File: src/rtl/wb_interconnect_2m1s_if.sv
// Bus bundle for the two-master / one-slave Wishbone interconnect.
// The "slave" modport is the interconnect's view. The "master" modport is the
// environment's view: the two core masters and the shared memory.
interface wb_interconnect_2m1s_if #(
    parameter int DW  = 32,
    parameter int AW  = 32,
    parameter int BLW = 10
);
    // m0: D$/LSU port
    logic [DW-1:0]   m0_wbd_dat_i;
    logic [AW-1:0]   m0_wbd_adr_i;
    logic [DW/8-1:0] m0_wbd_sel_i;
    logic            m0_wbd_we_i;
    logic            m0_wbd_cyc_i;
    logic            m0_wbd_stb_i;
    logic [DW-1:0]   m0_wbd_dat_o;
    logic            m0_wbd_ack_o;
    logic            m0_wbd_lack_o;
    logic            m0_wbd_err_o;
    // m1: I$ fetch port, burst-capable
    logic [DW-1:0]   m1_wbd_dat_i;
    logic [AW-1:0]   m1_wbd_adr_i;
    logic [DW/8-1:0] m1_wbd_sel_i;
    logic [BLW-1:0]  m1_wbd_bl_i;
    logic            m1_wbd_bry_i;
    logic            m1_wbd_we_i;
    logic            m1_wbd_cyc_i;
    logic            m1_wbd_stb_i;
    logic [DW-1:0]   m1_wbd_dat_o;
    logic            m1_wbd_ack_o;
    logic            m1_wbd_lack_o;
    logic            m1_wbd_err_o;
    // shared slave
    logic [DW-1:0]   s_wbd_dat_i;
    logic            s_wbd_ack_i;
    logic            s_wbd_lack_i;
    logic [DW-1:0]   s_wbd_dat_o;
    logic [AW-1:0]   s_wbd_adr_o;
    logic [DW/8-1:0] s_wbd_sel_o;
    logic [BLW-1:0]  s_wbd_bl_o;
    logic            s_wbd_bry_o;
    logic            s_wbd_we_o;
    logic            s_wbd_cyc_o;
    logic            s_wbd_stb_o;

    modport slave (
        input  m0_wbd_dat_i, m0_wbd_adr_i, m0_wbd_sel_i, m0_wbd_we_i,
               m0_wbd_cyc_i, m0_wbd_stb_i,
        output m0_wbd_dat_o, m0_wbd_ack_o, m0_wbd_lack_o, m0_wbd_err_o,
        input  m1_wbd_dat_i, m1_wbd_adr_i, m1_wbd_sel_i, m1_wbd_bl_i,
               m1_wbd_bry_i, m1_wbd_we_i, m1_wbd_cyc_i, m1_wbd_stb_i,
        output m1_wbd_dat_o, m1_wbd_ack_o, m1_wbd_lack_o, m1_wbd_err_o,
        input  s_wbd_dat_i, s_wbd_ack_i, s_wbd_lack_i,
        output s_wbd_dat_o, s_wbd_adr_o, s_wbd_sel_o, s_wbd_bl_o,
               s_wbd_bry_o, s_wbd_we_o, s_wbd_cyc_o, s_wbd_stb_o
    );

    modport master (
        output m0_wbd_dat_i, m0_wbd_adr_i, m0_wbd_sel_i, m0_wbd_we_i,
               m0_wbd_cyc_i, m0_wbd_stb_i,
        input  m0_wbd_dat_o, m0_wbd_ack_o, m0_wbd_lack_o, m0_wbd_err_o,
        output m1_wbd_dat_i, m1_wbd_adr_i, m1_wbd_sel_i, m1_wbd_bl_i,
               m1_wbd_bry_i, m1_wbd_we_i, m1_wbd_cyc_i, m1_wbd_stb_i,
        input  m1_wbd_dat_o, m1_wbd_ack_o, m1_wbd_lack_o, m1_wbd_err_o,
        output s_wbd_dat_i, s_wbd_ack_i, s_wbd_lack_i,
        input  s_wbd_dat_o, s_wbd_adr_o, s_wbd_sel_o, s_wbd_bl_o,
               s_wbd_bry_o, s_wbd_we_o, s_wbd_cyc_o, s_wbd_stb_o
    );
endinterface

File: src/rtl/wb_interconnect_2m1s.sv
// Two-master Wishbone arbiter/mux onto one shared slave.
// Round-robin grant, locked to the owner until its cyc drops. The grant is
// combinational, so a request reaches the slave in the cycle its cyc rises.
module wb_interconnect_2m1s #(
    parameter int DW  = 32,
    parameter int AW  = 32,
    parameter int BLW = 10
) (
    input  logic                    clk,
    input  logic                    rst,
    wb_interconnect_2m1s_if.slave   bus
);
    logic r_owner_vld;
    logic r_owner;     // 0 = m0, 1 = m1
    logic r_last;      // last granted master, resets to m1 so m0 wins the first tie

    logic w_hold;
    logic w_gnt_vld;
    logic w_gnt;
    logic w_sel_m0;
    logic w_sel_m1;

    logic [DW-1:0]   w_dat;
    logic [AW-1:0]   w_adr;
    logic [DW/8-1:0] w_sel;
    logic [BLW-1:0]  w_bl;

    // Grant: keep the owner while its cyc is high, otherwise arbitrate round-robin.
    // Reset forces no grant so nothing reaches the slave while rst is high.
    always_comb begin
        w_gnt_vld = 1'b0;
        w_gnt     = r_owner;
        w_hold    = r_owner_vld && (r_owner ? bus.m1_wbd_cyc_i : bus.m0_wbd_cyc_i);
        if (rst) begin
            w_gnt_vld = 1'b0;
        end else if (w_hold) begin
            w_gnt_vld = 1'b1;
            w_gnt     = r_owner;
        end else if (bus.m0_wbd_cyc_i && bus.m1_wbd_cyc_i) begin
            w_gnt_vld = 1'b1;
            w_gnt     = ~r_last;
        end else if (bus.m0_wbd_cyc_i) begin
            w_gnt_vld = 1'b1;
            w_gnt     = 1'b0;
        end else if (bus.m1_wbd_cyc_i) begin
            w_gnt_vld = 1'b1;
            w_gnt     = 1'b1;
        end
    end

    // Ownership register: follows the grant; released on the edge the owner drops cyc.
    always_ff @(posedge clk) begin
        if (rst) begin
            r_owner_vld <= 1'b0;
            r_owner     <= 1'b0;
            r_last      <= 1'b1;
        end else begin
            r_owner_vld <= w_gnt_vld;
            if (w_gnt_vld) begin
                r_owner <= w_gnt;
                r_last  <= w_gnt;
            end
        end
    end

    assign w_sel_m0 = w_gnt_vld & ~w_gnt;
    assign w_sel_m1 = w_gnt_vld &  w_gnt;

    // Request mux: granted master's signals, all zero when nobody is granted.
    // m0 has no burst interface, so it is presented as single-beat, always ready.
    always_comb begin
        w_dat = '0;
        w_adr = '0;
        w_sel = '0;
        w_bl  = '0;
        if (w_sel_m1) begin
            w_dat = bus.m1_wbd_dat_i;
            w_adr = bus.m1_wbd_adr_i;
            w_sel = bus.m1_wbd_sel_i;
            w_bl  = bus.m1_wbd_bl_i;
        end else if (w_sel_m0) begin
            w_dat = bus.m0_wbd_dat_i;
            w_adr = bus.m0_wbd_adr_i;
            w_sel = bus.m0_wbd_sel_i;
            w_bl  = BLW'(1);
        end
    end

    assign bus.s_wbd_dat_o = w_dat;
    assign bus.s_wbd_adr_o = w_adr;
    assign bus.s_wbd_sel_o = w_sel;
    assign bus.s_wbd_bl_o  = w_bl;
    assign bus.s_wbd_bry_o = w_sel_m1 ? bus.m1_wbd_bry_i : w_sel_m0;
    assign bus.s_wbd_we_o  = (w_sel_m1 & bus.m1_wbd_we_i)  | (w_sel_m0 & bus.m0_wbd_we_i);
    assign bus.s_wbd_cyc_o = (w_sel_m1 & bus.m1_wbd_cyc_i) | (w_sel_m0 & bus.m0_wbd_cyc_i);
    assign bus.s_wbd_stb_o = (w_sel_m1 & bus.m1_wbd_stb_i) | (w_sel_m0 & bus.m0_wbd_stb_i);

    // Responses go only to the granted master; single slave, so never an error.
    assign bus.m0_wbd_dat_o  = w_sel_m0 ? bus.s_wbd_dat_i : '0;
    assign bus.m0_wbd_ack_o  = w_sel_m0 & bus.s_wbd_ack_i;
    assign bus.m0_wbd_lack_o = w_sel_m0 & bus.s_wbd_lack_i;
    assign bus.m0_wbd_err_o  = 1'b0;
    assign bus.m1_wbd_dat_o  = w_sel_m1 ? bus.s_wbd_dat_i : '0;
    assign bus.m1_wbd_ack_o  = w_sel_m1 & bus.s_wbd_ack_i;
    assign bus.m1_wbd_lack_o = w_sel_m1 & bus.s_wbd_lack_i;
    assign bus.m1_wbd_err_o  = 1'b0;
endmodule

File: src/flat_wrapper.sv
// flat-port wrapper written by rule: the top's interface ports become plain ports
module wb_interconnect_2m1s_flat 
#(
    parameter int DW  = 32,
    parameter int AW  = 32,
    parameter int BLW = 10
)
  (clk, rst, bus_m0_wbd_dat_i, bus_m0_wbd_adr_i, bus_m0_wbd_sel_i, bus_m0_wbd_we_i, bus_m0_wbd_cyc_i, bus_m0_wbd_stb_i, bus_m0_wbd_dat_o, bus_m0_wbd_ack_o, bus_m0_wbd_lack_o, bus_m0_wbd_err_o, bus_m1_wbd_dat_i, bus_m1_wbd_adr_i, bus_m1_wbd_sel_i, bus_m1_wbd_bl_i, bus_m1_wbd_bry_i, bus_m1_wbd_we_i, bus_m1_wbd_cyc_i, bus_m1_wbd_stb_i, bus_m1_wbd_dat_o, bus_m1_wbd_ack_o, bus_m1_wbd_lack_o, bus_m1_wbd_err_o, bus_s_wbd_dat_i, bus_s_wbd_ack_i, bus_s_wbd_lack_i, bus_s_wbd_dat_o, bus_s_wbd_adr_o, bus_s_wbd_sel_o, bus_s_wbd_bl_o, bus_s_wbd_bry_o, bus_s_wbd_we_o, bus_s_wbd_cyc_o, bus_s_wbd_stb_o);
  wb_interconnect_2m1s_if #(.DW(DW), .AW(AW), .BLW(BLW)) bus_i ();
  input  logic clk;
  input  logic rst;
  input wire logic [$bits(bus_i.m0_wbd_dat_i)-1:0] bus_m0_wbd_dat_i;
  input wire logic [$bits(bus_i.m0_wbd_adr_i)-1:0] bus_m0_wbd_adr_i;
  input wire logic [$bits(bus_i.m0_wbd_sel_i)-1:0] bus_m0_wbd_sel_i;
  input wire logic [$bits(bus_i.m0_wbd_we_i)-1:0] bus_m0_wbd_we_i;
  input wire logic [$bits(bus_i.m0_wbd_cyc_i)-1:0] bus_m0_wbd_cyc_i;
  input wire logic [$bits(bus_i.m0_wbd_stb_i)-1:0] bus_m0_wbd_stb_i;
  output wire logic [$bits(bus_i.m0_wbd_dat_o)-1:0] bus_m0_wbd_dat_o;
  output wire logic [$bits(bus_i.m0_wbd_ack_o)-1:0] bus_m0_wbd_ack_o;
  output wire logic [$bits(bus_i.m0_wbd_lack_o)-1:0] bus_m0_wbd_lack_o;
  output wire logic [$bits(bus_i.m0_wbd_err_o)-1:0] bus_m0_wbd_err_o;
  input wire logic [$bits(bus_i.m1_wbd_dat_i)-1:0] bus_m1_wbd_dat_i;
  input wire logic [$bits(bus_i.m1_wbd_adr_i)-1:0] bus_m1_wbd_adr_i;
  input wire logic [$bits(bus_i.m1_wbd_sel_i)-1:0] bus_m1_wbd_sel_i;
  input wire logic [$bits(bus_i.m1_wbd_bl_i)-1:0] bus_m1_wbd_bl_i;
  input wire logic [$bits(bus_i.m1_wbd_bry_i)-1:0] bus_m1_wbd_bry_i;
  input wire logic [$bits(bus_i.m1_wbd_we_i)-1:0] bus_m1_wbd_we_i;
  input wire logic [$bits(bus_i.m1_wbd_cyc_i)-1:0] bus_m1_wbd_cyc_i;
  input wire logic [$bits(bus_i.m1_wbd_stb_i)-1:0] bus_m1_wbd_stb_i;
  output wire logic [$bits(bus_i.m1_wbd_dat_o)-1:0] bus_m1_wbd_dat_o;
  output wire logic [$bits(bus_i.m1_wbd_ack_o)-1:0] bus_m1_wbd_ack_o;
  output wire logic [$bits(bus_i.m1_wbd_lack_o)-1:0] bus_m1_wbd_lack_o;
  output wire logic [$bits(bus_i.m1_wbd_err_o)-1:0] bus_m1_wbd_err_o;
  input wire logic [$bits(bus_i.s_wbd_dat_i)-1:0] bus_s_wbd_dat_i;
  input wire logic [$bits(bus_i.s_wbd_ack_i)-1:0] bus_s_wbd_ack_i;
  input wire logic [$bits(bus_i.s_wbd_lack_i)-1:0] bus_s_wbd_lack_i;
  output wire logic [$bits(bus_i.s_wbd_dat_o)-1:0] bus_s_wbd_dat_o;
  output wire logic [$bits(bus_i.s_wbd_adr_o)-1:0] bus_s_wbd_adr_o;
  output wire logic [$bits(bus_i.s_wbd_sel_o)-1:0] bus_s_wbd_sel_o;
  output wire logic [$bits(bus_i.s_wbd_bl_o)-1:0] bus_s_wbd_bl_o;
  output wire logic [$bits(bus_i.s_wbd_bry_o)-1:0] bus_s_wbd_bry_o;
  output wire logic [$bits(bus_i.s_wbd_we_o)-1:0] bus_s_wbd_we_o;
  output wire logic [$bits(bus_i.s_wbd_cyc_o)-1:0] bus_s_wbd_cyc_o;
  output wire logic [$bits(bus_i.s_wbd_stb_o)-1:0] bus_s_wbd_stb_o;
  assign bus_i.m0_wbd_dat_i = bus_m0_wbd_dat_i;
  assign bus_i.m0_wbd_adr_i = bus_m0_wbd_adr_i;
  assign bus_i.m0_wbd_sel_i = bus_m0_wbd_sel_i;
  assign bus_i.m0_wbd_we_i = bus_m0_wbd_we_i;
  assign bus_i.m0_wbd_cyc_i = bus_m0_wbd_cyc_i;
  assign bus_i.m0_wbd_stb_i = bus_m0_wbd_stb_i;
  assign bus_m0_wbd_dat_o = bus_i.m0_wbd_dat_o;
  assign bus_m0_wbd_ack_o = bus_i.m0_wbd_ack_o;
  assign bus_m0_wbd_lack_o = bus_i.m0_wbd_lack_o;
  assign bus_m0_wbd_err_o = bus_i.m0_wbd_err_o;
  assign bus_i.m1_wbd_dat_i = bus_m1_wbd_dat_i;
  assign bus_i.m1_wbd_adr_i = bus_m1_wbd_adr_i;
  assign bus_i.m1_wbd_sel_i = bus_m1_wbd_sel_i;
  assign bus_i.m1_wbd_bl_i = bus_m1_wbd_bl_i;
  assign bus_i.m1_wbd_bry_i = bus_m1_wbd_bry_i;
  assign bus_i.m1_wbd_we_i = bus_m1_wbd_we_i;
  assign bus_i.m1_wbd_cyc_i = bus_m1_wbd_cyc_i;
  assign bus_i.m1_wbd_stb_i = bus_m1_wbd_stb_i;
  assign bus_m1_wbd_dat_o = bus_i.m1_wbd_dat_o;
  assign bus_m1_wbd_ack_o = bus_i.m1_wbd_ack_o;
  assign bus_m1_wbd_lack_o = bus_i.m1_wbd_lack_o;
  assign bus_m1_wbd_err_o = bus_i.m1_wbd_err_o;
  assign bus_i.s_wbd_dat_i = bus_s_wbd_dat_i;
  assign bus_i.s_wbd_ack_i = bus_s_wbd_ack_i;
  assign bus_i.s_wbd_lack_i = bus_s_wbd_lack_i;
  assign bus_s_wbd_dat_o = bus_i.s_wbd_dat_o;
  assign bus_s_wbd_adr_o = bus_i.s_wbd_adr_o;
  assign bus_s_wbd_sel_o = bus_i.s_wbd_sel_o;
  assign bus_s_wbd_bl_o = bus_i.s_wbd_bl_o;
  assign bus_s_wbd_bry_o = bus_i.s_wbd_bry_o;
  assign bus_s_wbd_we_o = bus_i.s_wbd_we_o;
  assign bus_s_wbd_cyc_o = bus_i.s_wbd_cyc_o;
  assign bus_s_wbd_stb_o = bus_i.s_wbd_stb_o;
  wb_interconnect_2m1s #(.DW(DW), .AW(AW), .BLW(BLW)) u_core (.clk(clk), .rst(rst), .bus(bus_i));
endmodule
File: config.mk
export PLATFORM = sky130hd
export DESIGN_NAME = wb_interconnect_2m1s_flat
export DESIGN_NICKNAME = d
export VERILOG_FILES = /design/src/rtl/wb_interconnect_2m1s_if.sv /design/src/rtl/wb_interconnect_2m1s.sv /design/src/flat_wrapper.sv
export SDC_FILE = /design/constraint.sdc
export NUM_CORES = 1
export LEC_CHECK = 0
export ABC_AREA = 1
export BUFFER_PORTS_ARGS = -buffer_cell sky130_fd_sc_hd__buf_2
export CAP_MARGIN = 15
export CORE_AREA = 2 2 132 134
export CTS_BUF_LIST = sky130_fd_sc_hd__clkbuf_16
export CTS_CLUSTER_DIAMETER = 30
export DETAILED_ROUTE_END_ITERATION = 16
export DIE_AREA = 0 0 134 136
export PLACE_DENSITY = 0.41
export SYNTH_ARGS = -nofsm -noshare
export SYNTH_HDL_FRONTEND = slang
export SYNTH_SLANG_ARGS = --single-unit
File: constraint.sdc
create_clock -name clk -period 2.4 [get_ports clk]
set_input_delay 0.12 -clock clk [delete_from_list [all_inputs] [get_ports clk]]
set_output_delay 0.12 -clock clk [all_outputs]
set_load 0.01 [all_outputs]
Yosys cells after proc, flatten, opt, wreduce, memory -nomap -nowiden

Cells that the tools add are included.

Reduce and logical (&&, ||, !) cells: 2
Muxes and demuxes: 22
Bitwise gates (word level): 17

Operator list:

| operator          | count |
|---|---|
| 32-bit 2-to-1 mux | 6 |
| 1-bit 2-to-1 mux  | 13 |
| 1-bit bitwise AND | 12 |
| 10-bit 2-to-1 mux | 1 |
| 4-bit 2-to-1 mux  | 2 |
| 1-bit OR          | 3 |
| 1-bit logical AND | 2 |
| 1-bit NOT         | 2 |

Word-level logic and storage cells: 44
Input bits: 189
Flip-flop bits (word level): 3

Longest topological paths before layout

Word-level depth: 9
Mapped depth: 8
Depth with buffers taken out: 7

Worst setup path before layout

OpenSTA, ideal clock, no wires.

Path type: register -> output
From: reg u_core.r_owner_vld
To: out bus_m1_wbd_dat_o[22]
Data required time: 2280 ps
Stages on the path, launching flop included: 7
Data arrival time: 1178 ps
Setup slack: 1102 ps
Cell sequence: dfxtp_1 > o21ai_0 > nand2_2 > nand2_4 > nand2_2 > buf_2 > nor2_1

Word-level cells in the longest chain between the ends: 5
Elaborated cells between the ends (all ways): 7
Those cells by class: mux: 5; bitwise: 1; reduce/logical: 1

RTL lines:

| element                  | line                        | text |
|---|---|---|
| start: declaration       | wb_interconnect_2m1s.sv:13  | `logic r_owner_vld;` |
| start signal: assignment | wb_interconnect_2m1s.sv:58  | `r_owner_vld <= w_gnt_vld;` |
| 1-bit logical AND (*)    | wb_interconnect_2m1s.sv:33  | `w_hold = r_owner_vld && (r_owner ? bus.m1_wbd_cyc_i : bus.m0_wbd_cyc_i);` |
| 1-bit 2-to-1 mux         | wb_interconnect_2m1s.sv:36  | `end else if (w_hold) begin` |
| 1-bit 2-to-1 mux         | wb_interconnect_2m1s.sv:34  | `if (rst) begin` |
| 1-bit bitwise AND (*)    | wb_interconnect_2m1s.sv:67  | `assign w_sel_m1 = w_gnt_vld & w_gnt;` |
| 32-bit 2-to-1 mux (*)    | wb_interconnect_2m1s.sv:103 | `assign bus.m1_wbd_dat_o = w_sel_m1 ? bus.s_wbd_dat_i : '0;` |
| end: declaration         | flat_wrapper.sv:30          | `output wire logic [$bits(bus_i.m1_wbd_dat_o)-1:0] bus_m1_wbd_dat_o;` |

Mark *: on every way between the ends. The rest lies on a longest branch, timed or not.

Final worst setup path

From: reg u_core.r_owner
To: out bus_s_wbd_bl_o[3]

Word-level cells in the longest chain between the ends: 7
Elaborated cells between the ends (all ways): 11
Those cells by class: mux: 9; bitwise: 1; reduce/logical: 1

RTL lines:

| element                  | line                       | text |
|---|---|---|
| start: declaration       | wb_interconnect_2m1s.sv:14 | `logic r_owner;` |
| start signal: assignment | wb_interconnect_2m1s.sv:60 | `r_owner <= w_gnt;` |
| 1-bit 2-to-1 mux         | wb_interconnect_2m1s.sv:45 | `end else if (bus.m1_wbd_cyc_i) begin` |
| 1-bit 2-to-1 mux         | wb_interconnect_2m1s.sv:42 | `end else if (bus.m0_wbd_cyc_i) begin` |
| 1-bit 2-to-1 mux         | wb_interconnect_2m1s.sv:39 | `end else if (bus.m0_wbd_cyc_i && bus.m1_wbd_cyc_i) begin` |
| 1-bit 2-to-1 mux         | wb_interconnect_2m1s.sv:36 |  |
| 1-bit 2-to-1 mux         | wb_interconnect_2m1s.sv:34 |  |
| 1-bit bitwise AND (*)    | wb_interconnect_2m1s.sv:67 |  |
| 10-bit 2-to-1 mux (*)    | wb_interconnect_2m1s.sv:76 | `if (w_sel_m1) begin` |
| end: declaration         | flat_wrapper.sv:40         | `output wire logic [$bits(bus_i.s_wbd_bl_o)-1:0] bus_s_wbd_bl_o;` |

Marks and branches as above.

==> results.toml <==
[sta]
tns_ns = 0
min_period_ns = 1.96
rsz0062_at_grt = "false"
post-route-period-util_pct = 81.5
hold_viol_final = 0
drv_slew = 0
max_slew_margin_pct = 47.0
fmax_ghz = 0.511
fin_skew_ns = 0.000356
setup_viol = 0
worst_pin_slew_ns = 0.792

[detailed_routing]
remaining_drc_errors = 0
detail_route.wl_per_cell_um = 13.5
firstDrtPassIters = 4
viasPerCell = 4.15
first_iter_violations = 95
num_vias = 3928
wl_um = 12800
ant_nets = 0

[synth]
synth_compound_area_share_pct = 1.82
synthXorXnorAreaFrac_pct = 0
synth_top_family_by_area = "simple AND/OR/NAND/NOR gates"
synthAdderAreaFrac_pct = 0
synth_cell_types = 19
avgSynthCellArea_um2 = 4.66
synth-simple-area-share_pct = 74.8
ys_seq_elements = 3
yosysSeqAreaShare_pct = 3.13
yosys_warnings = 0
synthMuxAreaShare_pct = 0
syn_inst = 412
async_flop_share_pct = 0
ys.flop_type = "dfxtp_1"
synth_area_mm2 = 0.00192
synth_edf_count = 0

[final_layout]
design_area_mm2 = 0.00388
post-route-util_pct = 23.0
fillers = 1997
area_delta_synth_final_pct = 102
regArea_um2 = 60.1
multi_input_area_mm2 = 0.00148
nets = 912
layout-drive-gt1-share_pct = 49.7
antenna_cells = 0
stdcell_count = 947

[placed_design]
hpwlAfterDp_um = 9930
dpl_cell_area_mm2 = 0.00380
dp.cells = 943
io_buffers = 338
gp_congestion = 0.758

[critical_path]
worstSetupPathType = "reg2out"
crit_fanout = 44
slowest_stage = "dfxtp_1"
crit_chain = "nand2_1 > nand2_1 > nand2_2 > nand2_4 > nand2_2 > nor2_1 > buf_2"
worst_setup_path_end_kind = "primary output"
worst_path_largest_cell_delay_ns = 0.42
cp.required_ns = 2.28
worstPathArrival_ns = 1.84
r2r_slack_ns = 0.86
cp-start-kind = "flip-flop"

[global_route]
grt.overflow.total = 0
grt_pass1_vias = 3525
grt_first_pass_wirelength_um = 18100
grt.total_usage_pct = 12.3
grt_max_degree = 73
antenna_found_initial = 3

[min_path]
hp-class = "in2reg"

[clock_tree]
clock-sinks = 3
cts_resized = 0
postCtsHoldBufs = 0
clockBufferDepth = 2
cts-root-buf = "clkbuf_16"
cts_setup_buffers = 0
h-tree-depth = 1
cts_buffers = 3
clk_pin_slew_ns = 0.03
tritoncts = "built"
clk_latency_ns = 0.22

[flow_run]
maxCapViolCount = 0

[power_and_ir_drop]
total_power_mw = 1.05
cellPowerDensity_mw_per_mm2 = 270
vdd_drop_max_uv = 137
leakagePower_nw = 2.71

[die]
rows = 48
coreArea_mm2 = 0.0169
die_h_um = 136
initial_core_util_pct = 11.4
die_width_um = 134
io_pins = 341
die_area_mm2 = 0.0182

[run_status]
outcome = "finished, final reports clean"
==> state kept, by name (all words and copies together) (netlist names) <==
| name | flops |
|---|---|
| u_core.r_last | 1 |
| u_core.r_owner | 1 |
| u_core.r_owner_vld | 1 |
==> cell usage in the layout, fill, tap and decap left out, types with 2 or more instances in the layout <==
master / Yosys / layout
nor2_1: 77 / 77
conb_1: 1 / 2
a21oi_1: 4 / 4
nand4_1: 70 / 70
buf_2: 17 / 338
nand2_1: 82 / 82
nand3_1: 71 / 71
clkbuf_16: 0 / 3
nand2_2: 3 / 3
inv_1: 49 / 50
dfxtp_1: 3 / 3
inv_2: 2 / 2
buf_4: 2 / 10
o21ai_0: 2 / 2
==> power by group <==
part	internal [mW]	total, mW	switching, mW
sequential	0.0542	0.0583	0.00413
clock	0.215	0.258	0.0438
combinational	0.299	0.729	0.429
total	0.568	1.05	0.477
==> Yosys cell counts, types with 3 or more instances <==
master,count,area (um^2)
nand2_1,82,308
nor2_1,77,289
nand3_1,71,355
nand4_1,70,438
inv_1,49,184
clkbuf_1,21,78.8
buf_2,17,85.1
a21oi_1,4,20.0
buf_1,4,15.0
dfxtp_1,3,60.1
nand2_2,3,18.8
==> logic make-up (layout without fill, tap and decap cells) <==
kind of cell / count (synthesis) / in the layout
AND/OR/NAND/NOR: 306 / 306
buffers and inverters: 95 / 404
AO/OA/AOI/OAI: 7 / 7
flip-flops: 3 / 3
other: 1 / 2
==> layer usage <==
metal	up-vias	global-route usage [%]	wire length [um]
met1	1741	13.5	5020
met5	-	0	0
met2	202	25.5	6770
li1	1979	-	-
met3	6	1.49	929
met4	0	1.30	56
==> stage by stage <==
step / hold slack, ns / setup slack (ns)
2_1_floorplan: 0.189 / 1.10
3_3_place_gp: 0.320 / 0.682
3_5_place_dp: 0.322 / 0.678
4_1_cts: 0.0941 / 0.429
5_1_grt: 0.110 / 0.228
6_report: 0.0984 / 0.443
==> path summary, 6_finish.rpt <==
kind | depth (start not counted) | start | end
max | 7 | u_core.r_owner$_SDFFE_PP0P_ | bus_s_wbd_bl_o[3]
min | 2 | rst | u_core.r_owner$_SDFFE_PP0P_
max reg2reg | 6 | u_core.r_owner$_SDFFE_PP0P_ | u_core.r_last$_SDFFE_PP1P_
min reg2reg | 2 | u_core.r_owner_vld$_SDFF_PP0_ | u_core.r_owner$_SDFFE_PP0P_
==> critical path, delay by kind of cell (launching register included) <==
| family | cells | cell delay (ns) |
|---|---|---|
| DFF | 1 | 0.42 |
| buffers and inverters | 1 | 0.16 |
| and+or+nand+nor | 6 | 1.02 |
==> cell type report <==
cell class                 instances  area share, %
multi-input combinational        315           38.2
clock buffer                       3           1.94
sequential                         3           1.55
inverter                          51           4.94
timing repair buffer             349           46.1
tap                              225           7.26
clock inverter                     1         0.0968
Note: power is estimated with default switching activity, not from simulation.
